### src/rtl/sa_pkg.sv
// Shared types and helpers for the systolic-array feeder.
// Operand slices, feeder states and the skew-valid rule.
package sa_pkg;

  localparam int D  = 4;
  localparam int IW = $clog2(D);
  localparam int TW = $clog2(2 * D - 1);

  typedef logic [15:0] fp16_t;

  typedef struct packed {
    fp16_t [D-1:0] a;
    fp16_t [D-1:0] b;
  } slice_t;

  typedef enum logic [1:0] {
    IDLE,
    FEED,
    GAP
  } feed_state_e;

  function automatic logic lane_valid(
    input logic [TW-1:0] t,
    input int            i
  );
    int k;
    k = int'(t) - i;
    return (k >= 0) && (k < D);
  endfunction

endpackage

### src/rtl/sa_feeder_if.sv
// Unskewed operand beat stream into the feeder.
// One beat carries one slice: lane i of A and of B.
interface sa_feeder_if;
  import sa_pkg::*;

  logic          S_VALID;
  logic          S_READY;
  fp16_t [D-1:0] S_A;
  fp16_t [D-1:0] S_B;

  modport master (
    output S_VALID, S_A, S_B,
    input  S_READY
  );

  modport slave (
    input  S_VALID, S_A, S_B,
    output S_READY
  );

endinterface

### src/rtl/sa_feed_bank.sv
// One ping-pong bank: D slices plus a full flag.
// Read is per lane so each lane can pick its own skewed slice.
module sa_feed_bank
  import sa_pkg::*;
(
  input  logic                 clk,
  input  logic                 rst_n,
  input  logic                 we_i,
  input  logic [IW-1:0]        widx_i,
  input  slice_t               wslice_i,
  input  logic                 set_i,
  input  logic                 clr_i,
  output logic                 full_o,
  input  logic [D-1:0][IW-1:0] ridx_i,
  output fp16_t [D-1:0]        ra_o,
  output fp16_t [D-1:0]        rb_o
);

  slice_t mem_q [D];
  logic   full_q;

  always_ff @(posedge clk) begin
    if (we_i) mem_q[widx_i] <= wslice_i;
  end

  always_ff @(posedge clk or negedge rst_n) begin
    if (!rst_n)     full_q <= 1'b0;
    else if (set_i) full_q <= 1'b1;
    else if (clr_i) full_q <= 1'b0;
  end

  always_comb begin
    ra_o = '0;
    rb_o = '0;
    for (int i = 0; i < D; i++) begin
      ra_o[i] = mem_q[ridx_i[i]].a[i];
      rb_o[i] = mem_q[ridx_i[i]].b[i];
    end
  end

  assign full_o = full_q;

endmodule

### src/rtl/sa_feeder.sv
// Loads operand pairs into a ping-pong buffer and replays them
// to the systolic array as a diagonal-skewed wavefront.
module sa_feeder
  import sa_pkg::*;
#(
  parameter int MIN_GAP = 8
) (
  input  logic                   CLK,
  input  logic                   RSTn,
  sa_feeder_if.slave             s_if,
  output logic [D-1:0]           M_DVI,
  output fp16_t [1:0][D-1:0]     M_DI,
  output logic                   FEED_DONE,
  output logic                   BUSY
);

  localparam int GW = (MIN_GAP > 1) ? $clog2(MIN_GAP) : 1;

  feed_state_e st_q, st_d;
  logic [TW-1:0] t_q, t_d;
  logic [GW-1:0] gap_q, gap_d;
  logic [IW-1:0] beat_q, beat_d;
  logic wptr_q, wptr_d, rptr_q, rptr_d;
  logic ready_q, ready_d;
  logic [D-1:0] dvi_q, dvi_d;
  fp16_t [1:0][D-1:0] di_q, di_d;
  logic done_q, busy_q, busy_d;

  logic [1:0] full, set, clr, full_set, full_nx;
  logic accept, last_beat, done;
  logic [D-1:0][IW-1:0] ridx;
  fp16_t [D-1:0] ra0, rb0, ra1, rb1, ra, rb;
  slice_t wslice;

  assign accept    = s_if.S_VALID & ready_q;
  assign last_beat = accept && (beat_q == IW'(D - 1));
  assign done      = (st_q == FEED) && (t_q == TW'(2 * D - 2));
  assign wslice    = '{a: s_if.S_A, b: s_if.S_B};

  assign set[0] = last_beat && !wptr_q;
  assign set[1] = last_beat && wptr_q;
  assign clr[0] = done && !rptr_q;
  assign clr[1] = done && rptr_q;

  sa_feed_bank u_bank0 (
    .clk(CLK), .rst_n(RSTn),
    .we_i(accept && !wptr_q), .widx_i(beat_q),
    .wslice_i(wslice), .set_i(set[0]), .clr_i(clr[0]),
    .full_o(full[0]), .ridx_i(ridx), .ra_o(ra0), .rb_o(rb0)
  );

  sa_feed_bank u_bank1 (
    .clk(CLK), .rst_n(RSTn),
    .we_i(accept && wptr_q), .widx_i(beat_q),
    .wslice_i(wslice), .set_i(set[1]), .clr_i(clr[1]),
    .full_o(full[1]), .ridx_i(ridx), .ra_o(ra1), .rb_o(rb1)
  );

  assign ra = rptr_q ? ra1 : ra0;
  assign rb = rptr_q ? rb1 : rb0;

  always_comb begin
    beat_d = beat_q;
    wptr_d = wptr_q;
    if (accept) begin
      if (last_beat) begin
        beat_d = '0;
        wptr_d = ~wptr_q;
      end else begin
        beat_d = beat_q + 1'b1;
      end
    end
  end

  // A freed bank only re-opens the loader one cycle later.
  assign full_set = full | set;
  assign full_nx  = full_set & ~clr;
  assign ready_d  = ~full_set[wptr_d];

  always_comb begin
    st_d   = st_q;
    t_d    = t_q;
    gap_d  = gap_q;
    rptr_d = rptr_q;
    unique case (st_q)
      IDLE: begin
        if (full[rptr_q]) begin
          st_d = FEED;
          t_d  = '0;
        end
      end
      FEED: begin
        if (done) begin
          rptr_d = ~rptr_q;
          t_d    = '0;
          gap_d  = '0;
          if (MIN_GAP == 0)
            st_d = full[~rptr_q] ? FEED : IDLE;
          else
            st_d = GAP;
        end else begin
          t_d = t_q + 1'b1;
        end
      end
      GAP: begin
        if (gap_q == GW'(MIN_GAP - 1))
          st_d = full[rptr_q] ? FEED : IDLE;
        else
          gap_d = gap_q + 1'b1;
      end
      default: st_d = IDLE;
    endcase
  end

  always_comb begin
    ridx  = '0;
    dvi_d = '0;
    di_d  = '0;
    for (int i = 0; i < D; i++) begin
      ridx[i] = IW'(t_q - TW'(i));
      if (st_q == FEED && lane_valid(t_q, i)) begin
        dvi_d[i]    = 1'b1;
        di_d[0][i]  = ra[i];
        di_d[1][i]  = rb[i];
      end
    end
  end

  assign busy_d = (|full_nx) | (st_d != IDLE) | (beat_d != '0);

  always_ff @(posedge CLK or negedge RSTn) begin
    if (!RSTn) begin
      st_q    <= IDLE;
      t_q     <= '0;
      gap_q   <= '0;
      beat_q  <= '0;
      wptr_q  <= 1'b0;
      rptr_q  <= 1'b0;
      ready_q <= 1'b0;
      dvi_q   <= '0;
      di_q    <= '0;
      done_q  <= 1'b0;
      busy_q  <= 1'b0;
    end else begin
      st_q    <= st_d;
      t_q     <= t_d;
      gap_q   <= gap_d;
      beat_q  <= beat_d;
      wptr_q  <= wptr_d;
      rptr_q  <= rptr_d;
      ready_q <= ready_d;
      dvi_q   <= dvi_d;
      di_q    <= di_d;
      done_q  <= done;
      busy_q  <= busy_d;
    end
  end

  assign s_if.S_READY = ready_q;
  assign M_DVI        = dvi_q;
  assign M_DI         = di_q;
  assign FEED_DONE    = done_q;
  assign BUSY         = busy_q;

endmodule
### src/flat_wrapper.sv
// flat-port wrapper written by rule: the top's interface ports become plain ports
module sa_feeder_flat import sa_pkg::*;
#(
  parameter int MIN_GAP = 8
)
  (CLK, RSTn, M_DVI, M_DI, FEED_DONE, BUSY, s_if_S_VALID, s_if_S_A, s_if_S_B, s_if_S_READY);
  sa_feeder_if s_if_i ();
  input  logic CLK;
  input  logic RSTn;
  output logic [D-1:0] M_DVI;
  output fp16_t [1:0][D-1:0] M_DI;
  output logic FEED_DONE;
  output logic BUSY;
  input wire logic [$bits(s_if_i.S_VALID)-1:0] s_if_S_VALID;
  input wire logic [$bits(s_if_i.S_A)-1:0] s_if_S_A;
  input wire logic [$bits(s_if_i.S_B)-1:0] s_if_S_B;
  output wire logic [$bits(s_if_i.S_READY)-1:0] s_if_S_READY;
  assign s_if_i.S_VALID = s_if_S_VALID;
  assign s_if_i.S_A = s_if_S_A;
  assign s_if_i.S_B = s_if_S_B;
  assign s_if_S_READY = s_if_i.S_READY;
  sa_feeder #(.MIN_GAP(MIN_GAP)) u_core (.CLK(CLK), .RSTn(RSTn), .s_if(s_if_i), .M_DVI(M_DVI), .M_DI(M_DI), .FEED_DONE(FEED_DONE), .BUSY(BUSY));
endmodule
### config.mk
export PLATFORM = sky130hd
export DESIGN_NAME = sa_feeder_flat
export DESIGN_NICKNAME = d
export VERILOG_FILES = /design/src/rtl/sa_pkg.sv /design/src/rtl/sa_feeder_if.sv /design/src/rtl/sa_feed_bank.sv /design/src/rtl/sa_feeder.sv /design/src/flat_wrapper.sv
export SDC_FILE = /design/constraint.sdc
export NUM_CORES = 1
export LEC_CHECK = 0
export ABC_AREA = 0
export BUFFER_PORTS_ARGS = -buffer_cell sky130_fd_sc_hd__buf_2
export CORE_ASPECT_RATIO = 0.75
export CORE_MARGIN = 1
export CORE_UTILIZATION = 47
export DETAILED_ROUTE_END_ITERATION = 10
export SYNTH_ARGS = -nofsm -noshare
export SYNTH_HDL_FRONTEND = slang
export SYNTH_HIERARCHICAL = 1
export SYNTH_SLANG_ARGS = --single-unit
### constraint.sdc
create_clock -name CLK -period 20.3 [get_ports CLK]
set_input_delay 4.06 -clock CLK [delete_from_list [all_inputs] [get_ports CLK]]
set_output_delay 4.06 -clock CLK [all_outputs]
set_load 0.005 [all_outputs]
Word level (Yosys, flattened, before mapping). Memories as Yosys holds them, arrays and structs flattened. Cells that the tools add are included. Widths: inputs -> output; s select.

Bits in registers: 149. Logic and storage cells: 128. Memory bits (writable): 1024. Memories: 2. Output and inout port bits: 135.

Memory list: u_core.u_bank0.mem_q (words 4, width 128, read ports 4, clocked after memory_dff 0, write ports 1, RTL line sa_feed_bank.sv:19) `slice_t mem_q [D];`; u_core.u_bank1.mem_q (words 4, width 128, read ports 4, clocked after memory_dff 0, write ports 1, RTL line sa_feed_bank.sv:19).

$lt $le $gt $ge: 10. Add/subtract/negate cells: 9. Reduce and logical (&&, ||, !) cells: 29. Mux-type cells: 41. Equality and inequality tests: 8. Bitwise logic cells: 9.

Operators with widths (number): $mux 16 (8); $mux 64 (2); $ge 32x1->1 const B (3); $lt 32x4->1 const B (3); $mux 1 (19); $logic_and 1x1->1 (16); $mux 3 (4); $pmux 3 s2 (2); $reduce_bool 2->1 (6); $mux 2 (5); $sub 3x2->4 const B (2); $add 3x1->3 const B (2); $eq 3x3->1 const B (2); $pmux 2 s3 (1); $eq 2x2->1 const B (2); $lt 1x2->1 const B (2); $ne 2x1->1 const B (2); $reduce_and 2->1 (2); $sub 2x2->2 const B (2); $sub 3x1->4 const B (1); $ge 3x1->1 const B (1); $lt 3x3->1 const B (1); $not 1->1 (3); $reduce_and 3->1 (1); other kinds (12) (14).

Logic depth before layout (Yosys ltp). Gate-level depths: netlist of the first run.

Depth in word-level cells: 8. Gate-level depth with buffers: 7.

Cells and area by module. Netlist of the first run, hierarchy kept.

Modules (own cells, without submodules): sa_feed_bank (area an instance 18699.2 µm², cells each 676, seq. area each 15399.8 µm², instances 2); sa_feeder (area an instance 6227.2 µm², cells each 507, seq. area each 3678.5 µm², instances 1).

Least setup slack after synthesis of the first run. OpenSTA, ideal clock, no wires.

Path type: input -> register. From: input s_if_S_VALID. To: memory u_core/u_bank1/mem_q[0][0] in the netlist's numbering (enable). Library setup time: 798 ps. Required time: 19502 ps. Buffers on the path: 0. Cell stages on the path: 3. Arrival time: 13657 ps. Slack: 5844 ps. Cell sequence: nand2_1 -> nor2_1 -> nor3b_1.

Word-level cells in the longest chain between the ends: 4.

Ends and longest elaborated chain: from (decl) (RTL line flat_wrapper.sv:14) `input wire logic [$bits(s_if_i.S_VALID)-1:0] s_if_S_VALID;`; $and 1x1->1 (RTL line sa_feeder.sv:35) `assign accept = s_if.S_VALID & ready_q;`; $logic_and 1x1->1 (RTL line sa_feeder.sv:54) `.we_i(accept && wptr_q), .widx_i(beat_q),`; $mux 1 (RTL line sa_feed_bank.sv:23) `if (we_i) mem_q[widx_i] <= wslice_i;`; $mux 1 (implied by the code) (RTL line sa_feed_bank.sv:23); to (decl) (RTL line sa_feed_bank.sv:19).

No other way between the ends.

Worst setup path after layout of the first run.
From: input s_if_S_VALID. To: memory u_core/u_bank0/mem_q[1][54] in the netlist's numbering (enable).

Word-level cells in the longest chain between the ends: 4.

Ends and longest elaborated chain: $and 1x1->1 (RTL line sa_feeder.sv:35); $logic_and 1x1->1 (RTL line sa_feeder.sv:47) `.we_i(accept && !wptr_q), .widx_i(beat_q),`; $mux 1 (RTL line sa_feed_bank.sv:23); $mux 1 (implied by the code) (RTL line sa_feed_bank.sv:23); to (decl) (RTL line sa_feed_bank.sv:19).

No other way between the ends.

==> flow_summary.ini, run 1 <==
[status]
status = finished clean

[clocking]
cts_resized = 0
cts_setup_buffers = 0
htreeDepth = 3
cts_hold_buffers = 0
cts_made_buffers = 111
cts_tree = done
clk_path_buf_depth = 3
clock_sinks = 1173
clk_root_buffer_cell = clkbuf_16
clkLatencyLatePin_ns = 0.67
clk_pin_slew_worst_paths_ns = 0.06

[power]
power_density_nw_per_um2 = 138
power.leakage_nw = 17.3
max-vdd-ir-drop_uv = 100
finalPower_mw = 6.85

[sta]
post-route-period-util = 0.301
slew_violations = 0
hold_slack_ns = 0.503
tightest_slew_ns = 1.12
clock.fmax_mhz = 164
grt_setup_unrepaired = no
skew_ns = 0.0200
relSlewSlack = 0.253
hold_viol = 0
finalCriticalPeriod_ns = 6.11
setup_viol = 0
setup_tns_ns = 0

[drt]
dr.pass1.iters = 7
drt-total-wl_mm = 87.7
vias = 19186
drt-initial-drc-count = 1481
drcViolationCount = 0
drtAntennaViolNets = 0
wl_per_cell_microns = 25.0
routed_via_density = 5.47

[final_layout]
layout.nets = 2324
area_delta_synth_final_pct = 13.6
final_area_sq_um = 49600
seq_area_sq_um = 34500
multi_input_area_sq_um = 8260
drive_gt1_frac = 0.321
nFillCells = 6957

[setup_path]
cp_max_fo = 54
r2r_cells = 8
critPathKind = input pin to register
critPathLaunchType = input pin
crit_required_ns = 20.59
r2r_setup_slack_ns = 16.10
crit_path_end_kind = register
cp_data_arrival_time_ns = 6.40
rr_startpoint = u_core/t_q[1]$_DFFE_PN0P_
r2r-end = u_core/M_DI[93]$_DFF_PN0_

[synth]
async_flop_share = 0.127
synth_ff_type = edfxtp_1
synth_area_leaders = edfxtp_1, mux4_2, dfrtp_1, mux2i_1, nor2_1
avgSynthCellArea_sq_um = 23.5
syn-num-nets = 2001
ys_types = 42
seq_area_frac_synth = 0.790
syn_inst = 1859
synth_area_sq_um = 43600
synth_top_cell_by_area = edfxtp_1
synth_edf_count = 1024
yosysTopAreaCellShare = 0.705
ys_ff_latch = 1173
ys.warnings.count = 6

[flow_run]
drv_cap = 0

[placement]
place_hpwl_mm = 48.1
numPortBuffers = 265
routabilityCongestion = 0.718
place_area_sq_um = 45900

[global_route]
grt_pass1_vias = 20541
track_usage = 0.190
antenna_found_initial = 27
overflow = 0
grt_max_degree = 99
grt_pass1_wl_mm = 132

[die]
initial_core_util = 0.476
die-width_microns = 354
dieArea_sq_um = 94100
rows = 96
core-area_sq_um = 91600
die_h_microns = 266
ios = 266

[hold_path]
hold_depth = 1
hp-class = register to register
min_to = u_core/gap_q[2]$_DFFE_PN0P_
worstHoldStart = u_core/gap_q[2]$_DFFE_PN0P_
==> power breakdown <==
group / total (mW) / internal, mW / switching (mW)
clock: 2.04 / 1.18 / 0.861
combinational: 1.72 / 0.810 / 0.913
sequential: 3.08 / 2.92 / 0.161
total: 6.85 / 4.91 / 1.94
==> synthesized netlist by cell type (2+ instances only) <==
| cell | instances |
|---|---|
| o31ai_1 | 2 |
| buf_12 | 24 |
| a21oi_1 | 2 |
| and3_1 | 4 |
| a22o_1 | 5 |
| a21o_1 | 2 |
| nor3_1 | 2 |
| mux2i_1 | 128 |
| edfxtp_1 | 1024 |
| inv_1 | 12 |
| and4b_1 | 2 |
| buf_6 | 15 |
| nor3b_1 | 4 |
| o21bai_1 | 2 |
| and3b_1 | 2 |
| nor2b_1 | 2 |
| ha_1 | 11 |
| mux2_2 | 3 |
| nor2_2 | 4 |
| xor2_1 | 2 |
| mux4_1 | 16 |
| buf_4 | 6 |
| dfrtp_1 | 149 |
| nor2_1 | 134 |
| mux4_2 | 240 |
| nand2_1 | 7 |
| buf_2 | 40 |
==> how the worst max path moves through the flow <==
| stage | slack, ns | start | end |
|---|---|---|---|
| 2_1_floorplan | 5.84 | s_if_S_VALID | u_core/u_bank1/mem_q[0][0]$_DFFE_PP_ |
| 3_3_place_gp | 13.39 | s_if_S_VALID | u_core/u_bank0/mem_q[1][23]$_DFFE_PP_ |
| 3_5_place_dp | 13.45 | s_if_S_VALID | u_core/u_bank0/mem_q[1][23]$_DFFE_PP_ |
| 4_1_cts | 14.15 | s_if_S_VALID | u_core/u_bank0/mem_q[1][23]$_DFFE_PP_ |
| 5_1_grt | 14.04 | s_if_S_VALID | u_core/u_bank0/mem_q[1][23]$_DFFE_PP_ |
| 6_report | 14.19 | s_if_S_VALID | u_core/u_bank0/mem_q[1][54]$_DFFE_PP_ |
==> routing by layer <==
| metal | global-route usage | wire (microns) |
|---|---|---|
| met5 | 0 | 200 |
| met4 | 0.0433 | 1400 |
| met2 | 0.305 | 42900 |
| met3 | 0.0448 | 5120 |
| met1 | 0.264 | 38100 |
==> cell type report <==
cell class,instances,share of cell area
Antenna cell,5,0.000252
Clock buffer,158,0.0644
Clock inverter,53,0.00932
Inverter,12,0.00106
Multi-Input combinational cell,589,0.167
Sequential cell,1173,0.696
Tap cell,1225,0.0309
Timing Repair Buffer,295,0.0315
==> cell families after synthesis <==
kind of cell,Yosys count,synth area share
flops,1173,0.790
mux,387,0.164
simple gates,168,0.0167
buf+inv,97,0.0215
compound gates,21,0.00422
fa+ha+maj,11,0.00315
xor+xnor,2,0.000402
==> cells in the final DEF, fill, tap and decap left out, types with 22 or more instances in the layout <==
master,synthesis,routed
mux2i_1,128,128
clkbuf_1,0,29
buf_4,6,30
clkbuf_16,0,116
buf_2,40,264
edfxtp_1,1024,1024
dfrtp_1,149,146
mux4_2,240,240
nor2_1,134,132
clkinv_2,0,22
==> sequential cells by signal, summed over array words and instances, names as in the netlist <==
| name | cells |
|---|---|
| u_core/rptr_q | 1 |
| u_core/gap_q | 3 |
| u_core/u_bank0/full_o | 1 |
| u_core/beat_q | 2 |
| u_core/u_bank1/mem_q | 512 |
| u_core/u_bank0/mem_q | 512 |
| u_core/t_q | 3 |
| u_core/BUSY | 1 |
| u_core/u_bank1/full_o | 1 |
| u_core/M_DVI | 4 |
| u_core/st_q | 2 |
| u_core/FEED_DONE | 1 |
| u_core/wptr_q | 1 |
| u_core/M_DI | 128 |
| u_core/s_if.S_READY | 1 |
==> critical path: stages <==
cell	delay, ns
buf_2	0.10
nand2_1	0.13
nor2_1	0.34
nand2_1	0.16
nor2_4	0.13
buf_4	0.58
buf_4	0.78
==> stage by stage <==
stage	std cells	util	setup WS, ns
4_1_cts	3505	0.541	14.15
5_1_grt	3506	0.541	14.04
3_3_place_gp	3294	0.501	13.39
2_1_floorplan	1859	-	5.84
3_5_place_dp	3294	0.501	13.45
6_report	3510	0.541	14.19
Note: power is estimated with default switching activity, not from simulation.
==> run 2, diff against run 1 <==
--- a/config.mk
+++ b/config.mk
@@ -11,6 +11,7 @@
 export CORE_MARGIN = 1
 export CORE_UTILIZATION = 47
 export DETAILED_ROUTE_END_ITERATION = 10
+export PLACE_DENSITY = 0.67
 export SYNTH_ARGS = -nofsm -noshare
 export SYNTH_HDL_FRONTEND = slang
 export SYNTH_HIERARCHICAL = 1
==> constraint.sdc (replaced) <==
create_clock -name CLK -period 5.1 [get_ports CLK]
set_input_delay 1.02 -clock CLK [delete_from_list [all_inputs] [get_ports CLK]]
set_output_delay 1.02 -clock CLK [all_outputs]
set_load 0.005 [all_outputs]
==> run 2 against run 1 <==
Sequential power grew to 3.9 times the previous value. Cell count grew 0.11%. Count of clock-buffer cells in the layout grew 14. First-iteration DRC count grew 0.88%. Worst setup slack lost 13 ns. Critical endpoint is now u_core/M_DI[20]$_DFF_PN0_.
==> flow_summary.ini, run 2 (synthesized netlist as in run 1, its figures left out) <==
[global_route]
grt_max_degree = 92
track_usage = 0.192
antenna_found_initial = 20
grt_pass1_vias = 20482
grt_pass1_wl_mm = 133
overflow = 0

[clocking]
cts_resized = 0
cts_made_buffers = 110
htreeDepth = 3
cts_tree = done
clock_sinks = 1173
cts_hold_buffers = 0
clkLatencyLatePin_ns = 0.68
clk_pin_slew_worst_paths_ns = 0.06
clk_path_buf_depth = 3
cts_setup_buffers = 0
clk_root_buffer_cell = clkbuf_16

[final_layout]
area_delta_synth_final_pct = 14.1
layout_commonest_cell = edfxtp_1
layout.nets = 2329
final_cells = 3514
drive_gt1_frac = 0.319
final_cell_mix = edfxtp_1, buf_2, mux4_2
nFillCells = 6848

[setup_path]
critPathLaunchType = register
cp_slowest_cell = dfrtp_4
cp_max_fo = 44
crit_path_end_kind = register
cp_data_arrival_time_ns = 4.08
crit_required_ns = 5.63
critPathLaunch = u_core/t_q[0]$_DFFE_PN0P_
r2r_cells = 7
rr_startpoint = u_core/t_q[0]$_DFFE_PN0P_
critPathKind = register to register
worstPathCellList = inv_8, ha_4, inv_2, buf_4, mux4_2, mux2i_1, nor2_1
r2r_setup_slack_ns = 1.56
r2r-end = u_core/M_DI[20]$_DFF_PN0_
critPathMaxStageDelay_ns = 1.02

[sta]
grt_setup_unrepaired = no
finalCriticalPeriod_ns = 3.54
slew_violations = 0
timing.final.ws_setup_ns = 1.56
relSlewSlack = 0.219
setup_viol = 0
setup_tns_ns = 0
clock.fmax_mhz = 282
hold_slack_ns = 0.451
hold_viol = 0
post-route-period-util = 0.695
skew_ns = 0.0300
tightest_slew_ns = 1.17

[drt]
drtAntennaViolNets = 0
vias = 19271
routed_via_density = 5.48
drt-total-wl_mm = 89.5
dr.pass1.iters = 5
wl_per_cell_microns = 25.5
drcViolationCount = 0
drt-initial-drc-count = 1494

[flow_run]
drv_cap = 0

[die]
dieArea_sq_um = 94100
initial_core_util = 0.476
ios = 266
die_h_microns = 266
core-area_sq_um = 91600
rows = 96
die-width_microns = 354

[power]
finalPower_mw = 27.0
power.leakage_nw = 17.3
power_density_nw_per_um2 = 543
max-vdd-ir-drop_uv = 447

[placement]
place_hpwl_mm = 47.7
place_ws_ns = 1.38
dpl.cell_count = 3300
routabilityCongestion = 0.712
numPortBuffers = 265

[hold_path]
hp-class = input pin to asynchronous set/reset pin

[status]
status = finished clean
-- run 2: where the power goes --
group	switching, mW	internal (mW)	leakage (nW)
logic	3.60	3.28	4.37
registers	0.527	11.6	11.2
clock network	3.41	4.60	1.75
total	7.53	19.5	17.3
-- run 2: per-layer routing --
layer,vias to the layer above,part of all wire,track usage
li1,8310,-,-
met1,10340,0.42,0.260
met2,481,0.50,0.321
met3,124,0.056,0.0416
met4,16,0.017,0.0459
met5,-,0.0010,0
-- run 2: final cells by class --
cell class                      count  area, sq um  area share
Tap cell                         1225         1530      0.0308
Inverter                           12         52.6     0.00106
Clock buffer                      172         3260      0.0655
Multi-Input combinational cell    589         8280       0.166
Timing Repair Buffer              301         1780      0.0358
Clock inverter                     37          352     0.00707
Sequential cell                  1173        34500       0.693
Antenna cell                        5         12.5    0.000251
-- run 2: how the worst max path moves through the flow --
| stage | end | slack [ns] | cells past startpoint |
|---|---|---|---|
| 2_1_floorplan | u_core/u_bank0/mem_q[0][0]$_DFFE_PP_ | -1.71 | 3 |
| 3_3_place_gp | u_core/M_DI[31]$_DFF_PN0_ | 1.44 | 7 |
| 3_5_place_dp | u_core/M_DI[94]$_DFF_PN0_ | 1.38 | 7 |
| 4_1_cts | u_core/M_DI[20]$_DFF_PN0_ | 1.36 | 7 |
| 5_1_grt | u_core/M_DI[31]$_DFF_PN0_ | 1.21 | 7 |
| 6_report | u_core/M_DI[20]$_DFF_PN0_ | 1.56 | 7 |
-- run 2: metrics by stage --
step	util	instance area, sq um
finish	0.543	49800
global route	0.543	49700
CTS	0.543	49700
detailed placement	0.503	46100
global placement	0.503	46100
floorplan	-	43600
-- run 2: worst max-delay path: cells and delay by family (launching register included) --
| kind | cells | cell delay [ns] |
|---|---|---|
| adder cells (fa/ha/maj) | 1 | 0.37 |
| buffers and inverters | 3 | 1.42 |
| flip-flops | 1 | 1.02 |
| multiplexers | 2 | 0.48 |
| AND/OR/NAND/NOR | 1 | 0.08 |
==> run 3, diff against run 2 <==
==> constraint.sdc (replaced) <==
create_clock -name CLK -period 3.07 [get_ports CLK]
set_input_delay 0.614 -clock CLK [delete_from_list [all_inputs] [get_ports CLK]]
set_output_delay 0.614 -clock CLK [all_outputs]
set_load 0.005 [all_outputs]
==> run 3 against run 2 <==
Non-clock buffer count increased by 19. Global-route usage decreased by 0.12 points. Critical path depth unchanged. Combinational power increased by 72%. First-iteration DRC count increased by 1.4%. Via count increased by 1.1%. Clock power increased by 71%. Worst hold slack got worse by 0.24 ns. Clock skew decreased by 0.0045 ns. Core utilization increased by 0.49 points. Cell area increased by 0.90%. Die area unchanged. Critical path type unchanged. Largest cell class unchanged. Highest routed layer unchanged.
==> flow_summary.ini, run 3 (synthesized netlist as in run 1, its figures left out) <==
[sta]
skew_ns = 0.0255
post-route-period-util = 0.784
relSlewSlack = 0.296
timing.final.ws_setup_ns = 0.664
grt_setup_unrepaired = no
finalCriticalPeriod_ns = 2.41
setup_tns_ns = 0
tightest_slew_ns = 1.05
hold_slack_ns = 0.208
clock.fmax_mhz = 416
slew_violations = 0
hold_viol = 0
setup_viol = 0

[global_route]
grt_max_degree = 117
overflow = 0
track_usage = 0.191
grt_pass1_vias = 20523
grt_pass1_wl_mm = 132
antenna_found_initial = 19

[final_layout]
final_area_sq_um = 50200
layout.nets = 2348
area_delta_synth_final_pct = 15.1
layout_commonest_cell = edfxtp_1
final_cell_mix = edfxtp_1, buf_2, mux4_2
drive_gt1_frac = 0.331

[placement]
numPortBuffers = 265
routabilityCongestion = 0.708
place_area_sq_um = 46500
place_hpwl_mm = 48.5
place_ws_ns = 0.663

[drt]
wl_per_cell_microns = 25.3
drcViolationCount = 0
drt-initial-drc-count = 1515
drtAntennaViolNets = 0
vias = 19485
routed_via_density = 5.52
dr.pass1.iters = 5
drt-total-wl_mm = 89.3

[clocking]
clkLatencyLatePin_ns = 0.67
cts_resized = 0
clock_sinks = 1173
cts_made_buffers = 110
htreeDepth = 3
cts_tree = done
clk_root_buffer_cell = clkbuf_16
clk_path_buf_depth = 3
cts_setup_buffers = 0
clk_pin_slew_worst_paths_ns = 0.07
cts_hold_buffers = 1

[power]
sequentialPowerShare = 0.440
finalPower_mw = 45.6
p_sw_mw = 12.6
max-vdd-ir-drop_uv = 828
combPwrFrac = 0.258
p_clk_frac = 0.301
power.leakage_nw = 17.6
p_sw_frac = 0.276
intPower_mw = 33.0
power_density_nw_per_um2 = 908

[hold_path]
hp-class = input pin to register
hold_depth = 1

[die]
rows = 96
core-area_sq_um = 91600
dieArea_sq_um = 94100
die-width_microns = 354
die_h_microns = 266
ios = 266
initial_core_util = 0.476

[status]
status = finished clean

[setup_path]
critPathKind = register to register
r2r_cells = 7
cp_data_arrival_time_ns = 2.94
critPathLaunchType = register
cp_max_fo = 54
crit_path_end_kind = register
crit_required_ns = 3.61

[flow_run]
drv_cap = 0
run 3: power groups by stage:
stage                     Sequential (mW)  Combinational, mW  Clock [mW]
after floorplan                      20.2               9.34           0
after global placement               20.3               11.8           0
after detailed placement             20.4               12.0           0
after CTS                            20.1               12.1        14.0
after global routing                 20.2               12.7        14.6
final                                20.1               11.8        13.7
run 3: path summary, 6_finish.rpt:
check,start,end,slack [ns]
max,u_core/t_q[0]$_DFFE_PN0P_,u_core/M_DI[18]$_DFF_PN0_,0.66
min in group asynchronous,RSTn,u_core/M_DI[11]$_DFF_PN0_,0.55
min,s_if_S_B[48],u_core/u_bank0/mem_q[2][48]$_DFFE_PP_,0.21
min reg2reg,u_core/gap_q[1]$_DFFE_PN0P_,u_core/gap_q[1]$_DFFE_PN0P_,0.51
max reg2reg,u_core/t_q[0]$_DFFE_PN0P_,u_core/M_DI[18]$_DFF_PN0_,0.66
max in group asynchronous,RSTn,u_core/M_DI[84]$_DFF_PN0_,1.72
run 3: stage by stage:
step / instances / utilization
global placement: 3318 / 0.507
floorplan: 1859 / -
detailed placement: 3318 / 0.507
global route: 3529 / 0.548
CTS: 3528 / 0.548
finish: 3529 / 0.548
run 3: critical path, stage by stage (launching register included):
cell	delay, ns
dfrtp_4	0.52
inv_8	0.19
ha_4	0.31
inv_2	0.26
buf_12	0.30
mux4_2	0.38
mux2i_1	0.16
nor2_1	0.06
run 3: routing by layer:
layer / global-route usage / vias to the layer above / share of wire
met5: 0 / - / 0.0011
li1: - / 8354 / -
met1: 0.264 / 10401 / 0.42
met3: 0.0410 / 142 / 0.066
met2: 0.311 / 572 / 0.49
met4: 0.0496 / 16 / 0.020
run 3: area by class of cell:
type,count,area (sq um)
fill,6847,41400
sequential,1173,34500
timing repair buffer,320,2110
multi-input combinational,589,8300
antenna,1,2.50
clock inverter,50,558
clock buffer,159,3150
tap,1225,1530
inverter,12,52.6
